`src/rtl/bus_pkg.sv`:
```
// Shared types and constants for the two-master / three-slave serial system bus.
package bus_pkg;

  localparam int DEVICE_ADDR_WIDTH = 4;
  localparam int NUM_SLAVES        = 3;
  localparam int ADDR_CNT_W        = $clog2(DEVICE_ADDR_WIDTH);

  localparam logic [DEVICE_ADDR_WIDTH-1:0] S1_ID = DEVICE_ADDR_WIDTH'(0);
  localparam logic [DEVICE_ADDR_WIDTH-1:0] S2_ID = DEVICE_ADDR_WIDTH'(1);
  localparam logic [DEVICE_ADDR_WIDTH-1:0] S3_ID = DEVICE_ADDR_WIDTH'(2);

  typedef enum logic [1:0] {
    ARB_IDLE = 2'd0,
    ARB_M1   = 2'd1,
    ARB_M2   = 2'd2
  } arb_state_e;

  typedef enum logic [1:0] {
    DEC_IDLE    = 2'd0,
    DEC_ADDR    = 2'd1,
    DEC_CHECK   = 2'd2,
    DEC_CONNECT = 2'd3
  } dec_state_e;

  // One-hot slave select (bit 0 = s1); all-zero marks an unmapped device address.
  function automatic logic [NUM_SLAVES-1:0] dev_decode(input logic [DEVICE_ADDR_WIDTH-1:0] dev);
    dev_decode = '0;
    case (dev)
      S1_ID:   dev_decode = 3'b001;
      S2_ID:   dev_decode = 3'b010;
      S3_ID:   dev_decode = 3'b100;
      default: dev_decode = '0;
    endcase
  endfunction

endpackage

```
`src/rtl/bus_arbiter.sv`:
```
// Two-master bus arbiter with registered, non-preemptive grants.
// BUS_ROUND_ROBIN_EN: ties go to the master that did not own the bus last (default: m1 wins ties).
module bus_arbiter
  import bus_pkg::*;
(
  input  logic       clk,
  input  logic       rstn,
  input  logic       m1_breq_i,
  input  logic       m2_breq_i,
  output logic       m1_bgrant_o,
  output logic       m2_bgrant_o,
  output arb_state_e owner_o
);

  arb_state_e state_q, state_d;
  logic       tie_to_m1;

`ifdef BUS_ROUND_ROBIN_EN
  logic last_m2_q, last_m2_d;

  assign tie_to_m1 = last_m2_q;

  always_comb begin
    last_m2_d = last_m2_q;
    if (state_d == ARB_M1)      last_m2_d = 1'b0;
    else if (state_d == ARB_M2) last_m2_d = 1'b1;
  end

  // Starts as "m2 owned last" so the first tie after reset goes to m1.
  always_ff @(posedge clk or negedge rstn) begin
    if (!rstn) last_m2_q <= 1'b1;
    else       last_m2_q <= last_m2_d;
  end
`else
  assign tie_to_m1 = 1'b1;
`endif

  // NOTE: defaults first so every path assigns state_d; otherwise a latch is inferred.
  always_comb begin
    state_d = state_q;
    case (state_q)
      ARB_IDLE: begin
        if (m1_breq_i && m2_breq_i) state_d = tie_to_m1 ? ARB_M1 : ARB_M2;
        else if (m1_breq_i)         state_d = ARB_M1;
        else if (m2_breq_i)         state_d = ARB_M2;
      end
      ARB_M1:  if (!m1_breq_i) state_d = ARB_IDLE;
      ARB_M2:  if (!m2_breq_i) state_d = ARB_IDLE;
      default: state_d = ARB_IDLE;
    endcase
  end

  // NOTE: non-blocking assignment for flops so every register samples pre-edge values.
  always_ff @(posedge clk or negedge rstn) begin
    if (!rstn) state_q <= ARB_IDLE;
    else       state_q <= state_d;
  end

  assign m1_bgrant_o = (state_q == ARB_M1);
  assign m2_bgrant_o = (state_q == ARB_M2);
  assign owner_o     = state_q;

endmodule

```
`src/rtl/sys_bus_2m3s.sv`:
```
// Serial system bus: arbitrates two masters, decodes a serial device address and routes 1-bit lanes.
// Build option BUS_ROUND_ROBIN_EN selects round-robin tie-breaking in the arbiter.
module sys_bus_2m3s
  import bus_pkg::*;
#(
  parameter int ADDR_WIDTH           = 16,
  parameter int DATA_WIDTH           = 8,
  parameter int SLAVE_MEM_ADDR_WIDTH = 12
) (
  input  logic clk,
  input  logic rstn,
  input  logic m1_breq,
  output logic m1_bgrant,
  input  logic m1_wdata,
  input  logic m1_mode,
  input  logic m1_mvalid,
  output logic m1_ack,
  output logic m1_rdata,
  output logic m1_svalid,
  input  logic m2_breq,
  output logic m2_bgrant,
  input  logic m2_wdata,
  input  logic m2_mode,
  input  logic m2_mvalid,
  output logic m2_ack,
  output logic m2_rdata,
  output logic m2_svalid,
  output logic s1_wdata,
  output logic s1_mode,
  output logic s1_mvalid,
  input  logic s1_rdata,
  input  logic s1_svalid,
  input  logic s1_ready,
  output logic s2_wdata,
  output logic s2_mode,
  output logic s2_mvalid,
  input  logic s2_rdata,
  input  logic s2_svalid,
  input  logic s2_ready,
  output logic s3_wdata,
  output logic s3_mode,
  output logic s3_mvalid,
  input  logic s3_rdata,
  input  logic s3_svalid,
  input  logic s3_ready
);

  localparam logic [ADDR_CNT_W-1:0] LAST_BIT = ADDR_CNT_W'(DEVICE_ADDR_WIDTH - 1);

  // The decoder logic is built for the package's device-address width only.
  if ((ADDR_WIDTH - SLAVE_MEM_ADDR_WIDTH) != DEVICE_ADDR_WIDTH || DATA_WIDTH < 1) begin : g_cfg_err
    $error("sys_bus_2m3s: unsupported ADDR_WIDTH/SLAVE_MEM_ADDR_WIDTH/DATA_WIDTH combination");
  end

  arb_state_e owner;

  bus_arbiter u_arbiter (
    .clk        (clk),
    .rstn       (rstn),
    .m1_breq_i  (m1_breq),
    .m2_breq_i  (m2_breq),
    .m1_bgrant_o(m1_bgrant),
    .m2_bgrant_o(m2_bgrant),
    .owner_o    (owner)
  );

  logic own_breq, own_wdata, own_mode, own_mvalid;

  always_comb begin
    own_breq   = 1'b0;
    own_wdata  = 1'b0;
    own_mode   = 1'b0;
    own_mvalid = 1'b0;
    case (owner)
      ARB_M1: begin
        own_breq   = m1_breq;
        own_wdata  = m1_wdata;
        own_mode   = m1_mode;
        own_mvalid = m1_mvalid;
      end
      ARB_M2: begin
        own_breq   = m2_breq;
        own_wdata  = m2_wdata;
        own_mode   = m2_mode;
        own_mvalid = m2_mvalid;
      end
      default: ;
    endcase
  end

  dec_state_e                    dec_q, dec_d;
  logic [DEVICE_ADDR_WIDTH-1:0]  addr_q, addr_d;
  logic [ADDR_CNT_W-1:0]         cnt_q, cnt_d;
  logic [NUM_SLAVES-1:0]         sel, s_ready, s_rdata, s_svalid;
  logic                          addr_ok, sel_ready;

  assign s_ready   = {s3_ready, s2_ready, s1_ready};
  assign s_rdata   = {s3_rdata, s2_rdata, s1_rdata};
  assign s_svalid  = {s3_svalid, s2_svalid, s1_svalid};
  assign sel       = dev_decode(addr_q);
  assign addr_ok   = |sel;
  assign sel_ready = |(sel & s_ready);

  // The first address bit may arrive in the same cycle the grant appears, so IDLE captures too.
  always_comb begin
    dec_d  = dec_q;
    addr_d = addr_q;
    cnt_d  = cnt_q;
    if (!own_breq) begin
      dec_d  = DEC_IDLE;
      addr_d = '0;
      cnt_d  = '0;
    end else begin
      case (dec_q)
        DEC_IDLE: begin
          dec_d = DEC_ADDR;
          cnt_d = '0;
          if (own_mvalid) begin
            addr_d = {addr_q[DEVICE_ADDR_WIDTH-2:0], own_wdata};
            cnt_d  = ADDR_CNT_W'(1);
          end
        end
        DEC_ADDR: begin
          if (own_mvalid) begin
            addr_d = {addr_q[DEVICE_ADDR_WIDTH-2:0], own_wdata};
            if (cnt_q == LAST_BIT) begin
              dec_d = DEC_CHECK;
              cnt_d = '0;
            end else begin
              cnt_d = cnt_q + ADDR_CNT_W'(1);
            end
          end
        end
        DEC_CHECK:   if (addr_ok && sel_ready) dec_d = DEC_CONNECT;
        DEC_CONNECT: dec_d = DEC_CONNECT;
        default:     dec_d = DEC_IDLE;
      endcase
    end
  end

  always_ff @(posedge clk or negedge rstn) begin
    if (!rstn) begin
      dec_q  <= DEC_IDLE;
      addr_q <= '0;
      cnt_q  <= '0;
    end else begin
      dec_q  <= dec_d;
      addr_q <= addr_d;
      cnt_q  <= cnt_d;
    end
  end

  logic                  ack, connect, rd_bit, sv_bit;
  logic [NUM_SLAVES-1:0] route;

  // Ack lasts one cycle because CHECK always advances to CONNECT on the same condition.
  assign ack     = (dec_q == DEC_CHECK) && own_breq && addr_ok && sel_ready;
  assign m1_ack  = ack && (owner == ARB_M1);
  assign m2_ack  = ack && (owner == ARB_M2);

  assign connect = (dec_q == DEC_CONNECT);
  assign route   = connect ? sel : '0;

  assign {s3_wdata,  s2_wdata,  s1_wdata}  = route & {NUM_SLAVES{own_wdata}};
  assign {s3_mode,   s2_mode,   s1_mode}   = route & {NUM_SLAVES{own_mode}};
  assign {s3_mvalid, s2_mvalid, s1_mvalid} = route & {NUM_SLAVES{own_mvalid}};

  assign rd_bit    = |(route & s_rdata);
  assign sv_bit    = |(route & s_svalid);
  assign m1_rdata  = rd_bit && (owner == ARB_M1);
  assign m1_svalid = sv_bit && (owner == ARB_M1);
  assign m2_rdata  = rd_bit && (owner == ARB_M2);
  assign m2_svalid = sv_bit && (owner == ARB_M2);

endmodule

```
`config.mk`:
```
export PLATFORM = sky130hd
export DESIGN_NAME = sys_bus_2m3s
export DESIGN_NICKNAME = d
export VERILOG_FILES = /design/src/rtl/bus_pkg.sv /design/src/rtl/bus_arbiter.sv /design/src/rtl/sys_bus_2m3s.sv
export SDC_FILE = /design/constraint.sdc
export NUM_CORES = 1
export LEC_CHECK = 0
export ABC_AREA = 0
export BUFFER_PORTS_ARGS = -buffer_cell sky130_fd_sc_hd__buf_2
export CAP_MARGIN = 5
export CELL_PAD_IN_SITES_DETAIL_PLACEMENT = 1
export CELL_PAD_IN_SITES_GLOBAL_PLACEMENT = 1
export CORE_MARGIN = 5
export CORE_UTILIZATION = 32
export DETAILED_ROUTE_END_ITERATION = 10
export GPL_TIMING_DRIVEN = 0
export PLACE_DENSITY = 0.87
export SLEW_MARGIN = 0
export SYNTH_ARGS = -nofsm -noshare
export SYNTH_HDL_FRONTEND = slang
export SYNTH_HIERARCHICAL = 1
export SYNTH_SLANG_ARGS = --single-unit
```
`constraint.sdc`:
```
create_clock -name clk -period 2.3 [get_ports clk]
set_input_delay 0.23 -clock clk [delete_from_list [all_inputs] [get_ports clk]]
set_output_delay 0.23 -clock clk [all_outputs]
set_load 0.005 [all_outputs]
```
==> flow_metrics.env, run 1 <==
export IMPL_via_per_inst=5.244
export IMPL_globalplace_congestion=0.7430
export IMPL_io_pins=36
export IMPL_dr_total_vias=860
export IMPL_grt_ovfl_total=0
export IMPL_path_buf_inv=2
export IMPL_hold_start="m2_breq"
export IMPL_design_area_um2=1051
export IMPL_holdCritPathClass="primary input to register"
export IMPL_yosysTopAreaCell="dfrtp_1"
export IMPL_io_buffers=35
export IMPL_slew_viol_final=0
export IMPL_dr_pass1_iters=4
export IMPL_postCtsSetupBuffers=0
export IMPL_clk_pin_slew_ns=0.06
export IMPL_final_cells=164
export IMPL_drt_antenna_violating_nets=0
export IMPL_fin_tns_setup_ns=0
export IMPL_grt_usage_pct=15.17
export IMPL_setup_viol=0
export IMPL_crit_arrival_ns=1.85
export IMPL_min_path_cells=2
export IMPL_syn2layout_area_growth_pct=31.25
export IMPL_crit_path_start_kind="register"
export IMPL_drt_wl_total_um=2524
export IMPL_numPlacedInstances=160
export IMPL_synthTopCellsByCount="nor2_1 (14), dfrtp_1 (10), nand2_1 (8)"
export IMPL_total_power_mw=0.3901
export IMPL_hold_slack_ns=0.2463
export IMPL_post_route_util_pct=43.21
export IMPL_wl_per_cell_um=15.39
export IMPL_drt_iter0_drc=11
export IMPL_critPathMaxFanout=8
export IMPL_crit_required_ns=2.07
export IMPL_synth_top_area_share_pct=31.25
export IMPL_grt_start_max_net_pins=11
export IMPL_critPathTopFamily="simple AND/OR/NAND/NOR gates"
export IMPL_synth_cells=95
export IMPL_syn_avg_cell_area_um2=8.429
export IMPL_critPathMaxStageDelay_ns=0.43
export IMPL_cp_depth=6
export IMPL_ys_types=32
export IMPL_peakVddDrop_mv=0.2488
export IMPL_final_setup_worst_slack_ns=0.2179
export IMPL_coreArea_um2=2432
export IMPL_period_share_pct=90.53
export IMPL_htreeDepth=1
export IMPL_place_ws_ns=0.3207
export IMPL_dieArea_um2=3603
export IMPL_syn_nets=117
export IMPL_rows=18
export IMPL_ys_seq_area_share_pct=31.25
export IMPL_async_reset_ff_share_pct=100.0
export IMPL_fin_nets=158
export IMPL_root_buffer="clkbuf_4"
export IMPL_status="complete, no violations"
export IMPL_leakage_nw=0.5025
export IMPL_holdPathEnd="u_arbiter/owner_o[1]"
export IMPL_ys_ff_latch=10
export IMPL_antenna_found_initial=0
export IMPL_synth_area_um2=800.8
export IMPL_critPathKind="register to output port"
export IMPL_rr_endpoint="cnt_q[0]"
export IMPL_n_antenna_cell=0
export IMPL_rsz0062_at_grt="false"
export IMPL_clock_fmax_mhz=480.3
export IMPL_cts_tree="done"
export IMPL_die_y_um=60.03
export IMPL_dieWidth_um=60.03
export IMPL_synth_most_common_cell="nor2_1"
export IMPL_finalCriticalPeriod_ns=2.082
export IMPL_clk_path_buf_depth=2
export IMPL_p_per_area_nw_per_um2=371.2
export IMPL_dp_hpwl_um=2052
export IMPL_cp_end_kind="output port"
export IMPL_fin_skew_ns=0.003061
export IMPL_cts_sinks=10
export IMPL_drive_gt1_share_pct=43.28
export IMPL_numCtsBuffers=3
export IMPL_clk_latency_ns=0.27
export IMPL_yosysWarnings=6
export IMPL_critPathSlowestCell="dfrtp_1"
export IMPL_crit_chain="inv_1, ha_1, a22oi_2, or2_2, nor2_1, buf_2"
export IMPL_place_area_um2=1013
export IMPL_drc=0
export IMPL_maxCapViolations=0
export IMPL_finalHoldViolations=0
export IMPL_synth_edf_count=0
export IMPL_ff2ff_path_depth=6
export IMPL_start_util_pct=32.92
export IMPL_rrSetupSlack_ns=0.50
export IMPL_grt_pass1_vias=907
export IMPL_grt_pass1_wl_um=4071
export IMPL_maxSlewHeadroom_pct=71.82
export IMPL_tightest_slew_ns=0.4219
export IMPL_r2r_start="u_arbiter/owner_o[0]"
export IMPL_ys_top_cells_by_area="dfrtp_1 (31%), nor2_1 (6.6%), ha_1 (4.7%)"
export IMPL_synth_ff_type="dfrtp_1"
==> registers in the layout, indices dropped and copies added, names as in the netlist <==
name,cells
u_arbiter/owner_o,2
dec_q,2
addr_q,4
cnt_q,2
==> worst max path at each step <==
| stage | start | endpoint | slack, ns |
|---|---|---|---|
| global route | u_arbiter/owner_o[0] | s3_mvalid | 0.06 |
| floorplan | u_arbiter/owner_o[0] | cnt_q[0] | 0.69 |
| global placement | u_arbiter/owner_o[0] | s2_mvalid | 0.39 |
| finish | u_arbiter/owner_o[0] | s1_mvalid | 0.22 |
| CTS | u_arbiter/owner_o[0] | s2_mvalid | 0.03 |
| detailed placement | u_arbiter/owner_o[0] | cnt_q[0] | 0.32 |
==> cells in the final DEF, fill, tap and decap left out, drive strengths merged <==
master / n
nand4: 1
nand2: 8
nor3b: 1
buf: 38
a21oi: 6
or3: 1
ha: 3
o21ai: 6
nand4bb: 1
nor2: 14
or2: 6
dfrtp: 10
a211oi: 2
nand3: 2
nand2b: 2
clkbuf: 4
a31oi: 2
nor2b: 5
and4: 2
mux2i: 3
inv: 4
a22oi: 4
and2: 4
dlygate4sd3: 1
and2b: 1
a2111oi: 1
o311ai: 1
o311a: 1
==> per-layer routing <==
metal,vias to the layer above,global-route usage [%],share of wire (%)
li1,415,-,-
met1,417,15.71,40
met2,23,28.70,54
met3,5,2.592,4.1
met4,0,7.595,2.2
met5,-,0,0
==> logic make-up after synthesis <==
| family | Yosys count | synth area share, % |
|---|---|---|
| adder cells (fa/ha/maj) | 3 | 4.688 |
| AO/OA/AOI/OAI | 23 | 19.69 |
| AND/OR/NAND/NOR | 48 | 35.63 |
| buffers and inverters | 8 | 4.999 |
| multiplexers | 3 | 3.750 |
| flip-flops | 10 | 31.25 |
==> area by class of cell <==
class,instances,area (um2)
plain buffers,4,25.02
inverters,4,15.01
fillers,319,1381
clock buffers,3,22.52
flip-flops and latches,10,250.2
multi-input cells,77,515.5
well taps,30,37.54
repair buffers,36,185.2
==> power breakdown <==
group | switching, mW | leakage [nW] | internal (mW)
Clock | 0.0614 | 0.0138 | 0.0605
Sequential | 0.00419 | 0.137 | 0.180
Combinational | 0.0461 | 0.352 | 0.0381
Total | 0.112 | 0.503 | 0.278
==> what timing repair did <==
action,in CTS,in global routing
setup endpoints to repair,0,3
hold buffers,1,0
gates resized for setup,0,1
endpoints found under the hold margin,10,0
No activity file was read; power rests on OpenSTA's default activity.
==> run 2, diff against run 1 <==
--- a/config.mk
+++ b/config.mk
@@ -11,10 +11,10 @@
 export CELL_PAD_IN_SITES_DETAIL_PLACEMENT = 1
 export CELL_PAD_IN_SITES_GLOBAL_PLACEMENT = 1
 export CORE_MARGIN = 5
-export CORE_UTILIZATION = 32
+export CORE_UTILIZATION = 35
 export DETAILED_ROUTE_END_ITERATION = 10
 export GPL_TIMING_DRIVEN = 0
-export PLACE_DENSITY = 0.87
+export PLACE_DENSITY = 0.93
 export SLEW_MARGIN = 0
 export SYNTH_ARGS = -nofsm -noshare
 export SYNTH_HDL_FRONTEND = slang
==> constraint.sdc (replaced) <==
create_clock -name clk -period 2.45 [get_ports clk]
set_input_delay 0.245 -clock clk [delete_from_list [all_inputs] [get_ports clk]]
set_output_delay 0.245 -clock clk [all_outputs]
set_load 0.005 [all_outputs]
==> flow_metrics.env, run 2 (synthesized netlist as in run 1, its figures left out) <==
export IMPL_design_area_um2=1044
export IMPL_crit_path_start_kind="register"
export IMPL_wl_met3_um=119
export IMPL_via_per_inst=5.346
export IMPL_cts_sinks=10
export IMPL_fin_nets=158
export IMPL_drt_iter0_drc=12
export IMPL_p_per_area_nw_per_um2=351.4
export IMPL_grt_ovfl_total=0
export IMPL_period_share_pct=92.86
export IMPL_final_cell_mix="buf_2 (37), nor2_1 (14), dfrtp_1 (10), nand2_1 (8)"
export IMPL_clk_path_buf_depth=2
export IMPL_clk_pin_slew_ns=0.06
export IMPL_fin_skew_ns=0.003118
export IMPL_root_buffer="clkbuf_4"
export IMPL_coreArea_um2=2191
export IMPL_slew_viol_final=0
export IMPL_maxCapViolations=0
export IMPL_total_power_mw=0.3667
export IMPL_die_y_um=57.83
export IMPL_crit_arrival_ns=2.03
export IMPL_clk_latency_ns=0.27
export IMPL_largest_register_ff_count=4
export IMPL_cts_tree="done"
export IMPL_final_cells=162
export IMPL_drive_gt1_share_pct=42.54
export IMPL_finalHoldViolations=0
export IMPL_maxSlewHeadroom_pct=61.30
export IMPL_grt_pass1_wl_um=4133
export IMPL_dr_total_vias=866
export IMPL_dr_pass1_iters=2
export IMPL_antenna_found_initial=0
export IMPL_tightest_slew_ns=0.5805
export IMPL_crit_start="u_arbiter/owner_o[0]"
export IMPL_grt_pass1_vias=955
export IMPL_ctsResizeCount=0
export IMPL_critPathKind="register to output port"
export IMPL_globalplace_congestion=0.7339
export IMPL_holdCritPathClass="primary input to register"
export IMPL_htreeDepth=1
export IMPL_grt_usage_pct=15.82
export IMPL_n_antenna_cell=0
export IMPL_place_area_um2=1011
export IMPL_dieArea_um2=3344
export IMPL_leakage_nw=0.5022
export IMPL_postCtsSetupBuffers=0
export IMPL_top_register="addr_q"
export IMPL_multi_input_area_um2=510.5
export IMPL_rows=17
export IMPL_dr_wl_met2_um=1292
export IMPL_numPlacedInstances=158
export IMPL_fillCellCount=291
export IMPL_dieWidth_um=57.83
export IMPL_clock_fmax_mhz=439.5
export IMPL_register_area_um2=250.2
export IMPL_wl_per_cell_um=15.58
export IMPL_io_buffers=35
export IMPL_crit_required_ns=2.20
export IMPL_cp_end_kind="output port"
export IMPL_fin_tns_setup_ns=0
export IMPL_grt_start_max_net_pins=11
export IMPL_r2r_start="u_arbiter/owner_o[0]"
export IMPL_drt_antenna_violating_nets=0
export IMPL_io_pins=36
export IMPL_syn2layout_area_growth_pct=30.31
export IMPL_dp_hpwl_um=2006
export IMPL_drt_wl_total_um=2524
export IMPL_status="complete, no violations"
export IMPL_critPathMaxFanout=8
export IMPL_finalCriticalPeriod_ns=2.275
export IMPL_post_route_util_pct=47.63
export IMPL_start_util_pct=36.55
export IMPL_numCtsBuffers=3
export IMPL_wl_met1_um=1048
export IMPL_setup_viol=0
export IMPL_rsz0062_at_grt="false"
export IMPL_final_common_cell="buf_2"
export IMPL_peakVddDrop_mv=0.3082
export IMPL_drc=0
export IMPL_top_layer="met4"
export IMPL_hold_start="m2_breq"
==> run 2: cell type report <==
| type | instances | share of cell area (%) |
|---|---|---|
| sequential | 10 | 23.98 |
| multi-input combinational | 77 | 48.92 |
| clock buffer | 3 | 2.158 |
| buffer | 4 | 2.398 |
| tap | 28 | 3.357 |
| timing repair buffer | 36 | 17.75 |
| inverter | 4 | 1.439 |
==> run 2: worst max-delay path, cell delays in order (launching register included) <==
cell and delay [ns]:
dfrtp_1 0.43, inv_1 0.07, ha_1 0.29, a22oi_1 0.53
or2_2 0.27, nor2_1 0.06, buf_2 0.12
==> run 2: path summary, 6_finish.rpt <==
check	cells after the start	to	slack [ns]
max	6	s1_mvalid	0.17
min	2	u_arbiter/owner_o[1]	0.25
max reg2reg	6	cnt_q[0]	0.44
min reg2reg	1	u_arbiter/owner_o[0]	0.53
max in group asynchronous	2	addr_q[2]	1.88
min in group asynchronous	2	cnt_q[1]	0.37
==> run 2: repair_timing <==
item	4_1_cts	5_1_grt
hold endpoints to repair	10	0
hold buffers	1	0
endpoints found under the setup margin	0	0
==> run 2: routing by layer <==
layer | track usage, % | vias to the layer above
li1 | - | 411
met2 | 30.00 | 26
met3 | 2.895 | 7
met1 | 16.60 | 422
met5 | 0 | -
met4 | 7.285 | 0
==> run 2: power breakdown <==
group	total [mW]	leakage [nW]	switching (mW)	internal (mW)
clock	0.116	0.0138	0.0587	0.0569
sequential	0.173	0.137	0.00389	0.169
combinational	0.0784	0.352	0.0430	0.0354
total	0.367	0.502	0.106	0.261
==> run 2: through the flow <==
stage               worst slack [ns]  hold WS [ns]
floorplan                     0.8449      -0.05059
global placement              0.5389        0.1140
detailed placement            0.4723        0.1245
CTS                           0.1805        0.2539
global route                 0.02864        0.2618
finish                        0.1749        0.2490
